==> config.mk <==
export PLATFORM = sky130hd
export DESIGN_NAME = up_sample_affine_controller
export DESIGN_NICKNAME = d
export VERILOG_FILES = /design/src/rtl/up_sample_affine_controller.sv
export SDC_FILE = /design/constraint.sdc
export NUM_CORES = 1
export LEC_CHECK = 0
export ABC_CLOCK_PERIOD_IN_PS = 2500
export CAP_MARGIN = 30
export CELL_PAD_IN_SITES_DETAIL_PLACEMENT = 1
export CELL_PAD_IN_SITES_GLOBAL_PLACEMENT = 2
export CORE_UTILIZATION = 35
export DETAILED_ROUTE_END_ITERATION = 6
export PLACE_DENSITY = 0.85
export SKIP_CTS_REPAIR_TIMING = 1
export SLEW_MARGIN = 10
export SYNTH_ARGS = -nofsm -noshare
export SYNTH_HDL_FRONTEND = slang
export SYNTH_SLANG_ARGS = --single-unit
==> constraint.sdc <==
create_clock -name clk -period 2.5 [get_ports clk]
set_input_delay 0.375 -clock clk [delete_from_list [all_inputs] [get_ports clk]]
set_output_delay 0.375 -clock clk [all_outputs]
set_load 0.005 [all_outputs]
==> src/rtl/up_sample_affine_controller.sv <==
// up_sample_affine_controller
//   Iteration-domain sequencer for one op port of an up_sample unified buffer.
//   It walks a 3-deep affine loop nest and issues one strobe per iteration.
//   The strobe is spaced by the initiation interval II and is first issued
//   START_DELAY cycles after reset release or flush.
//
// Ports
//   clk        in   1        clock, rising edge
//   rst_n      in   1        asynchronous reset, active low
//   flush      in   1        synchronous restart of the schedule
//   stall      in   1        freeze all counters for this cycle
//   valid      out  1        iteration fires this cycle (wen/ren strobe)
//   ctrl_vars  out  3 x W    loop indices, [0] outer .. [2] inner
//   done       out  1        whole domain issued, sticky until flush/reset
module up_sample_affine_controller #(
  parameter int W           = 16,
  parameter int EXT0        = 1,
  parameter int EXT1        = 64,
  parameter int EXT2        = 64,
  parameter int START_DELAY = 0,
  parameter int II          = 1
) (
  input  logic                clk,
  input  logic                rst_n,
  input  logic                flush,
  input  logic                stall,
  output logic                valid,
  output logic [2:0][W-1:0]   ctrl_vars,
  output logic                done
);

  typedef enum logic [1:0] {
    S_WAIT,
    S_RUN,
    S_DONE
  } state_t;

  // With no start delay the schedule begins issuing straight out of reset.
  localparam state_t INIT_STATE = (START_DELAY == 0) ? S_RUN : S_WAIT;

  // When START_DELAY is 0 this wraps to all ones, but WAIT is never entered then.
  localparam logic [W-1:0] LAST_DELAY = W'(START_DELAY - 1);
  localparam logic [W-1:0] II_LAST    = W'(II - 1);
  localparam logic [W-1:0] LAST0      = W'(EXT0 - 1);
  localparam logic [W-1:0] LAST1      = W'(EXT1 - 1);
  localparam logic [W-1:0] LAST2      = W'(EXT2 - 1);

  state_t            state, state_nxt;
  logic [W-1:0]      delay_cnt, delay_nxt;
  logic [W-1:0]      ii_cnt, ii_nxt;
  logic [2:0][W-1:0] vars_nxt;
  logic              fire;

  always_ff @(posedge clk or negedge rst_n) begin
    if (!rst_n) begin
      state     <= INIT_STATE;
      delay_cnt <= '0;
      ii_cnt    <= '0;
      ctrl_vars <= '0;
    end else begin
      state     <= state_nxt;
      delay_cnt <= delay_nxt;
      ii_cnt    <= ii_nxt;
      ctrl_vars <= vars_nxt;
    end
  end

  always_comb begin
    state_nxt = state;
    delay_nxt = delay_cnt;
    ii_nxt    = ii_cnt;
    vars_nxt  = ctrl_vars;
    fire      = (state == S_RUN) && (ii_cnt == '0) && !stall;

    case (state)
      S_WAIT: begin
        if (!stall) begin
          delay_nxt = delay_cnt + W'(1);
          if (delay_cnt == LAST_DELAY) state_nxt = S_RUN;
        end
      end
      S_RUN: begin
        if (!stall) ii_nxt = (ii_cnt == II_LAST) ? '0 : ii_cnt + W'(1);
        if (fire) begin
          // Row-major odometer; the final iteration parks the indices at zero.
          if (ctrl_vars[0] == LAST0 && ctrl_vars[1] == LAST1 && ctrl_vars[2] == LAST2) begin
            state_nxt = S_DONE;
            vars_nxt  = '0;
          end else if (ctrl_vars[2] != LAST2) begin
            vars_nxt[2] = ctrl_vars[2] + W'(1);
          end else begin
            vars_nxt[2] = '0;
            if (ctrl_vars[1] != LAST1) begin
              vars_nxt[1] = ctrl_vars[1] + W'(1);
            end else begin
              vars_nxt[1] = '0;
              vars_nxt[0] = ctrl_vars[0] + W'(1);
            end
          end
        end
      end
      default: ;
    endcase

    // Flush wins over stall and over a fire in the same cycle; the strobe of
    // the flush cycle itself is still issued.
    if (flush) begin
      state_nxt = INIT_STATE;
      delay_nxt = '0;
      ii_nxt    = '0;
      vars_nxt  = '0;
    end

    // Gating with rst_n keeps the strobe low while reset is held, even though
    // the reset state may already be RUN with ii_cnt at zero.
    valid = fire && rst_n;
    done  = (state == S_DONE);
  end

endmodule

Word-level counts from Yosys, hierarchy flattened
Index checks and enable logic that the tools add are counted.
{"block": "word_totals", "output_inout_bits": 50, "input_bits": 4, "elab_cells": 65, "ff_bits": 82}
{"block": "classes", "n_eq_ne": 14, "add_sub_neg": 5, "n_mux": 21, "n_reduce_logical": 19}
{"op": "48-bit two-way mux", "count": 4}
{"op": "16-bit two-way mux", "count": 10}
{"op": "16-bit by 1-bit adder with 16-bit output, second input constant", "count": 5}
{"op": "16-bit by 6-bit equality test with 1-bit output, second input constant", "count": 2}
{"op": "16-bit zero test", "count": 2}
{"op": "32-bit two-way mux", "count": 1}
{"op": "16-bit by 6-bit != test with 1-bit output, second input constant", "count": 2}
{"op": "16-bit equality test, second input constant", "count": 1}
{"op": "3-bit != test, second input constant", "count": 5}
{"op": "2-bit two-way mux", "count": 5}
{"op": "2-bit AND reduction", "count": 3}
{"op": "2-bit nonzero test", "count": 3}
{"op": "1-bit logical AND", "count": 5}
{"op": "5-bit AND reduction", "count": 1}
{"op": "2-bit case mux with 2 select lines", "count": 1}
{"op": "4-bit AND reduction", "count": 1}
{"op": "3-bit by 2-bit != test with 1-bit output, second input constant", "count": 1}
{"op": "3-bit AND reduction", "count": 1}
{"op": "3-bit nonzero test", "count": 1}
{"op": "2-bit by 1-bit equality test with 1-bit output, second input constant", "count": 1}
{"op": "2-bit equality test, second input constant", "count": 1}
{"op": "2-bit zero test", "count": 1}
{"op": "2-bit != test, second input constant", "count": 1}
{"op": "1-bit zero test", "count": 1}

Longest topological paths before layout
Gate-level depths: netlist of run 1.
{"block": "depth", "ltp_word": 7, "ltp_mapped": 9, "ltp_nobuf": 7}

Least setup slack after synthesis of run 1
OpenSTA, ideal clock, no wires.
{"block": "synth_timing", "path_kind": "reg2reg", "startpoint": "register ii_cnt[0]", "endpoint": "register ctrl_vars[8] (netlist bit)", "t_arrival_ns": 2.031, "setup_slack_ns": 0.348, "stages_incl_launch_ff": 10, "n_path_buf": 2, "setup_ns": 0.121, "period_less_slack_ns": 2.152, "required_time_ns": 2.379, "path_cell_list": "dfrtp_1 inv_1 ha_1 nor3b_1 a41oi_1 buf_2 nor4_4 buf_6 o21ai_1 a22o_1"}
{"block": "synth_between", "elab_chain_len": 5}
{"element": "start: declaration", "line": "50", "text": "logic [W-1:0] ii_cnt, ii_nxt;"}
{"element": "start signal: assignment", "line": "63", "text": "ii_cnt <= ii_nxt;"}
{"element": "16-bit zero test", "line": "73", "text": "fire = (state == S_RUN) && (ii_cnt == '0) && !stall;"}
{"element": "1-bit logical AND (2 in series)", "line": "73"}
{"element": "2-bit nonzero test (no line)"}
{"element": "4-bit AND reduction (no line)"}
{"element": "end signal: assignment", "line": "64", "text": "ctrl_vars <= vars_nxt;"}
{"element": "end: declaration", "line": "28", "text": "output logic [2:0][W-1:0] ctrl_vars,"}
No other way between the ends.
A chain may end at the register's enable or synchronous reset.

Worst setup path after layout of run 1
{"block": "layout_timing", "startpoint": "register ctrl_vars[29] (netlist bit)", "endpoint": "register ctrl_vars[9] (netlist bit)"}
{"block": "layout_between", "elab_chain_len": 7, "elab_cells_between_ends": 11, "classes_between": "4 x eq/ne; 4 x mux; 3 x reduce/logical"}
{"element": "16-bit by 6-bit equality test with 1-bit output", "line": "86", "text": "if (ctrl_vars[0] == LAST0 && ctrl_vars[1] == LAST1 && ctrl_vars[2] == LAST2) begin"}
{"element": "1-bit logical AND (2 in series)", "line": "86"}
{"element": "48-bit two-way mux", "line": "86"}
{"element": "48-bit two-way mux", "line": "84", "text": "if (fire) begin"}
{"element": "48-bit two-way mux", "line": "75", "text": "case (state)"}
{"element": "48-bit two-way mux", "line": "107", "text": "if (flush) begin"}
Several ways; a longest one is shown, not always the timed one. The select of a mux whose other input is x is not followed.

==> metrics.md, run 1 <==
| Metric | Value |
|---|---|
| Run status | `finished clean` |
| WS Path Type | `register to register` |
| WL final | `13,900 um` |
| Cell taking the most area after synthesis | `dfrtp_1` |
| DP HPWL | `9950 um` |
| Mapped cell area | `0.00467 mm2` |
| GRT met2 Usage | `0.339` |
| Share of cells above drive strength 1 | `0.169` |
| Comb power frac | `0.105` |
| Mapped Nets | `511` |
| Crit-path slowest cell | `dfrtp_1` |
| Fin cells | `776` |
| Synth cell count leaders | `81 x dfrtp_1, 50 x o21ai_0, 46 x nor2_1, 38 x nand2_1, 29 x nand3_1` |
| RePlAce Congestion | `0.826` |
| Reg power frac | `0.470` |
| Crit-path cells | `nor4_2 -> buf_4 -> a41oi_1 -> buf_4 -> nor4_4 -> buf_12 -> nand2b_1 -> o41ai_2` |
| Post-synth cell types | `58` |
| Count of input and output buffers | `53` |
| Kind of cell adding the most delay to the critical path | `simple AND/OR/NAND/NOR gates` |
| Final Max Slew Viols | `0` |
| Post-synth EDFFs | `0` |
| Met1 Use GR | `0.280` |
| R2R Path Start | `ctrl_vars[29]$_DFFE_PN0P_` |
| Post-route DRC | `0` |
| Clock slew at reported path FFs | `0.06 ns` |
| Fin crit period | `2.38 ns` |
| Global-route met3 utilization | `0.0373` |
| WP data arrival | `2.62 ns` |
| Worst-Margin Slew | `0.687 ns` |
| Crit end category | `register` |
| Leakage | `0.00248 uW` |
| Yosys top cell area share | `0.434` |
| Die H | `117 um` |
| Top cells by area, synth | `dfrtp_1 43%, o21ai_0 5.4%, nor2_1 3.7%` |
| H-tree levels | `3` |
| Critical Path Start Type | `register` |
| Routed WL per cell | `18.0 um` |
| Clock Skews | `0.00473 ns` |
| Largest net degree at the start of global routing | `51` |
| Ys Warns | `0` |
| ANT cells | `0` |
| Placed insts | `755` |
| Die X | `117 um` |
| IO Count | `54` |
| Drt via density | `5.56` |
| Worst hold slack | `0.0776 ns` |
| Worst Path Buf+Inv | `3` |
| CP most frequent cell | `buf_4` |
| Num CTS Buffers | `9` |
| Fraction of registers with async set/reset | `1.00` |
| Hold Violations, Final | `0` |
| Gr usage total | `0.209` |
| Final Cycle Share | `0.951` |
| Cell Rows | `41` |
| Area of the core | `0.0128 mm2` |
| Setup-failing EPs final | `0` |
| DR iter-0 viols | `213` |
| Worst VDD drop | `0.000333 V` |
| Crit-path max cell delay | `0.42 ns` |
| Pint | `2190 uW` |
| Crit path required time | `2.75 ns` |
| Initial antenna violation count | `0` |
| Root buf cell | `clkbuf_16` |
| TritonCTS clock tree | `yes` |
| First-pass GRT wire length | `23,200 um` |
| Sequential area share after synthesis | `0.440` |
| Setup crit start | `ctrl_vars[29]$_DFFE_PN0P_` |
| Clk sink count | `82` |
| Power per cell area | `486 mW/mm2` |
| Max_cap viols | `0` |
| Fmax | `421 MHz` |
| Area of the multi-input gates | `0.00249 mm2` |
| Avg Inst Size Synth | `9.33 um2` |
| DP Worst Slack | `0.0356 ns` |
| Most instantiated library cell after synthesis | `dfrtp_1` |
| Register Area | `0.00205 mm2` |
| Clock Latency Late Sink | `0.35 ns` |
| P_sw | `754 uW` |
| Longest Clk Path Bufs | `2` |
| Crit path max fanout | `15` |
| Slew headroom | `0.542` |
| # nets final | `610` |
| Area after DPL | `0.00572 mm2` |
| Vias in the first global route | `4,477` |
| Sw Share | `0.256` |
| Die area | `0.0138 mm2` |
| Layout area overhead | `29.9%` |
| Yosys reg bits | `82` |
| GR Overflow Total | `0` |
| Final ANT Viol Nets | `0` |
| Clock power share | `0.425` |
| Hold/Removal Path Class | `input port to async pin` |
| Initial cell density of the core | `0.364` |
| Cell area after layout | `0.00606 mm2` |
| Top_reg_cell synth | `dfrtp_1` |
| Vias | `4,315` |
| Mapped Cells | `500` |
| Drt pass-1 iters | `4` |
| Gr busiest metal | `met2` |
| Fillers | `1,485` |
| Final worst setup slack | `0.123 ns` |
-- metrics by stage --
stage	utilization	setup TNS [ns]	power (uW)
6_report	0.473	0	2950
5_1_grt	0.473	-0.00466	3060
2_1_floorplan	-	0	1530
3_3_place_gp	0.446	0	1710
3_5_place_dp	0.446	0	1720
4_1_cts	0.467	-0.243	2990
-- state kept, by name, summed over array words and instances, names as in the netlist --
signal     cells
state          2
ctrl_vars     48
ii_cnt        16
delay_cnt     16
-- routing by layer --
| metal | wire length (um) | vias up |
|---|---|---|
| met4 | 219 | 0 |
| li1 | - | 2044 |
| met1 | 6530 | 2193 |
| met5 | 0 | - |
| met3 | 432 | 14 |
| met2 | 6750 | 64 |
-- path summary, 6_finish.rpt --
kind	to	slack, ns	cells after the start
setup reg to reg	ctrl_vars[9]$_DFFE_PN0P_	0.12	8
min in group clk	ctrl_vars[47]$_DFFE_PN0P_	0.53	1
hold reg to reg	ctrl_vars[47]$_DFFE_PN0P_	0.53	1
max in group asynchronous	ctrl_vars[27]$_DFFE_PN0P_	1.85	2
hold / removal	delay_cnt[0]$_DFFE_PN0P_	0.08	2
setup / recovery	ctrl_vars[9]$_DFFE_PN0P_	0.12	8
-- cells in the final DEF (no fill, tap or decap), drive strengths merged, types with 7 or more instances in the layout --
cell,count
buf,59
and4,7
nand2,39
xnor2,19
clkdlybuf4s50,51
a22o,11
nand4,25
o21ai,53
and2,8
ha,7
dfrtp,81
nor3,16
and3,13
inv,11
a21oi,15
nor4,22
nand3,29
xor2,10
nor2,48
clkbuf,11
-- power by group through the flow --
stage | logic, uW | clock network [uW] | registers [uW]
after floorplan | 119 | 0 | 1410
after detailed placement | 313 | 0 | 1410
after global routing | 344 | 1330 | 1390
after global placement | 304 | 0 | 1410
final | 310 | 1250 | 1380
after CTS | 316 | 1290 | 1380
-- logic make-up after synthesis --
kind of cell,Yosys count,synth area share
muxes,6,0.0131
buffers and inverters,34,0.0349
and+or+nand+nor,236,0.290
adders and majority gates,7,0.0188
xor gates and xnor gates,29,0.0544
DFF,82,0.440
AOI/OAI and AO/OA,106,0.149
-- layout make-up --
class                      instances  share of cell area
multi-input combinational        384               0.410
tap                              172              0.0355
timing repair buffer             111               0.163
clock inverter                     5             0.00495
sequential                        82               0.339
clock buffer                      11              0.0400
inverter                          11             0.00681
Note: power is estimated with default switching activity, not from simulation.
==> inputs of run 2 (changes only) <==
- CORE_MARGIN: unset -> 2
- HOLD_SLACK_MARGIN: unset -> 0.02
==> run 2 against run 1 <==
Compared with the run above:
- sequential share of layout area down 0.23 points
- maximum frequency is 4.1% higher
- worst setup slack improved by 0.094 ns
- sequential power hardly changed
- non-clock buffer count is 14 lower
- cell count shrank 1.3%
- clock skew increased by 0.0042 ns
- count of clock-buffer cells in the layout shrank 2
==> metrics.md, run 2 (synthesis results as in run 1) <==
| Metric | Value |
|---|---|
| Run status | `finished clean` |
| Power per cell area | `564 mW/mm2` |
| DP HPWL | `9870 um` |
| WS Path Type | `register to register` |
| GR Overflow Total | `0` |
| TritonCTS clock tree | `yes` |
| Clock slew at reported path FFs | `0.07 ns` |
| Die H | `119 um` |
| Setup-failing EPs final | `0` |
| Total power | `3440 uW` |
| Placed insts | `746` |
| Initial antenna violation count | `0` |
| Crit end category | `register` |
| Share of cells above drive strength 1 | `0.144` |
| Crit path max fanout | `18` |
| Fmax | `438 MHz` |
| Slew headroom | `0.532` |
| Layout area overhead | `30.7%` |
| Commonest non-fill, non-tap cell in the layout | `dfrtp_1` |
| Initial cell density of the core | `0.355` |
| Fillers | `1,518` |
| Post-route DRC | `0` |
| Num CTS Buffers | `9` |
| IO Count | `54` |
| Die area | `0.0143 mm2` |
| Area of the core | `0.0131 mm2` |
| Leakage | `0.00247 uW` |
| # nets final | `596` |
| Top flop regs | `ctrl_vars: 48 flops, delay_cnt: 16 flops, ii_cnt: 16 flops` |
| WL final | `14,100 um` |
| Clock Latency Late Sink | `0.35 ns` |
| First-pass GRT wire length | `23,400 um` |
| Crit path required time | `2.74 ns` |
| Clk sink count | `82` |
| Register Area | `0.00205 mm2` |
| Critical Path Start Type | `register` |
| Worst-Margin Slew | `0.700 ns` |
| Max reg flops | `48` |
| Largest net degree at the start of global routing | `48` |
| Worst VDD drop | `0.000742 V` |
| RePlAce Congestion | `0.894` |
| Vias | `4,306` |
| Final ANT Viol Nets | `0` |
| Hold/Removal Path Class | `input port to async pin` |
| Most flops, register | `ctrl_vars` |
| Clock Skews | `0.00892 ns` |
| DP Worst Slack | `0.0368 ns` |
| RSZ-0062 raised after global routing | `no` |
| H-tree levels | `3` |
| Fin cells | `766` |
| Routed WL per cell | `18.4 um` |
| Drt via density | `5.62` |
| Root buf cell | `clkbuf_16` |
| Cell Rows | `42` |
| Final Cycle Share | `0.913` |
| Hold Violations, Final | `0` |
| Longest Clk Path Bufs | `2` |
| Drt pass-1 iters | `4` |
| Final worst setup slack | `0.217 ns` |
| Most frequent cells in the layout | `81 x dfrtp_1, 51 x clkdlybuf4s50_1, 50 x o21ai_0, 46 x nor2_1, 41 x buf_4` |
| Final Max Slew Viols | `0` |
| Gr usage total | `0.207` |
| Area of the multi-input gates | `0.00249 mm2` |
| DR iter-0 viols | `245` |
| Vias in the first global route | `4,523` |
| WP data arrival | `2.52 ns` |
| Max_cap viols | `0` |
| Fin crit period | `2.28 ns` |
| Die X | `119 um` |
| ANT cells | `0` |
| Count of input and output buffers | `53` |
-- run 2: stage by stage --
stage	setup TNS [ns]	hold WS (ns)	instance area (um2)	utilization
5_1_grt	0	0.360	6100	0.464
3_3_place_gp	0	0.188	5640	0.429
4_1_cts	-0.242	-0.194	6030	0.459
6_report	0	0.371	6100	0.464
3_5_place_dp	0	0.190	5640	0.429
2_1_floorplan	0	0.0794	4670	-
-- run 2: per-layer routing --
metal | share of wire | GRT usage
met1 | 0.45 | 0.271
met2 | 0.50 | 0.346
met3 | 0.037 | 0.0450
met4 | 0.0056 | 0.0559
met5 | 0 | 0
-- run 2: worst paths after layout --
path	endpoint	cells past startpoint	from	slack [ns]
setup / recovery	ctrl_vars[4]$_DFFE_PN0P_	9	ctrl_vars[0]$_DFFE_PN0P_	0.22
hold / removal	delay_cnt[8]$_DFFE_PN0P_	2	rst_n	0.37
setup reg to reg	ctrl_vars[4]$_DFFE_PN0P_	9	ctrl_vars[0]$_DFFE_PN0P_	0.22
hold reg to reg	ctrl_vars[46]$_DFFE_PN0P_	1	ctrl_vars[46]$_DFFE_PN0P_	0.53
max in group asynchronous	ctrl_vars[42]$_DFFE_PN0P_	3	rst_n	1.31
min in group clk	ctrl_vars[46]$_DFFE_PN0P_	1	ctrl_vars[46]$_DFFE_PN0P_	0.53
-- run 2: power by group --
group          leakage (uW)  total [uW]  switching, uW  internal, uW
combinational       0.00116         309            168           141
clock              0.000182        1750            569          1180
sequential          0.00113        1380           30.1          1350
-- run 2: final cells by class --
type | count | share of cell area
Multi-Input combinational cell | 384 | 0.409
Inverter | 11 | 0.00677
Clock buffer | 9 | 0.0369
Tap cell | 176 | 0.0361
Sequential cell | 82 | 0.337
Clock inverter | 7 | 0.0271
Timing Repair Buffer | 97 | 0.148
-- run 2: critical path: stages (launching register included) --
cell	delay, ns
dfrtp_1	0.38
inv_1	0.06
ha_1	0.13
nor4b_1	0.40
nand4_1	0.30
o31ai_4	0.29
buf_12	0.18
nor2_2	0.05
buf_4	0.14
a31o_2	0.23
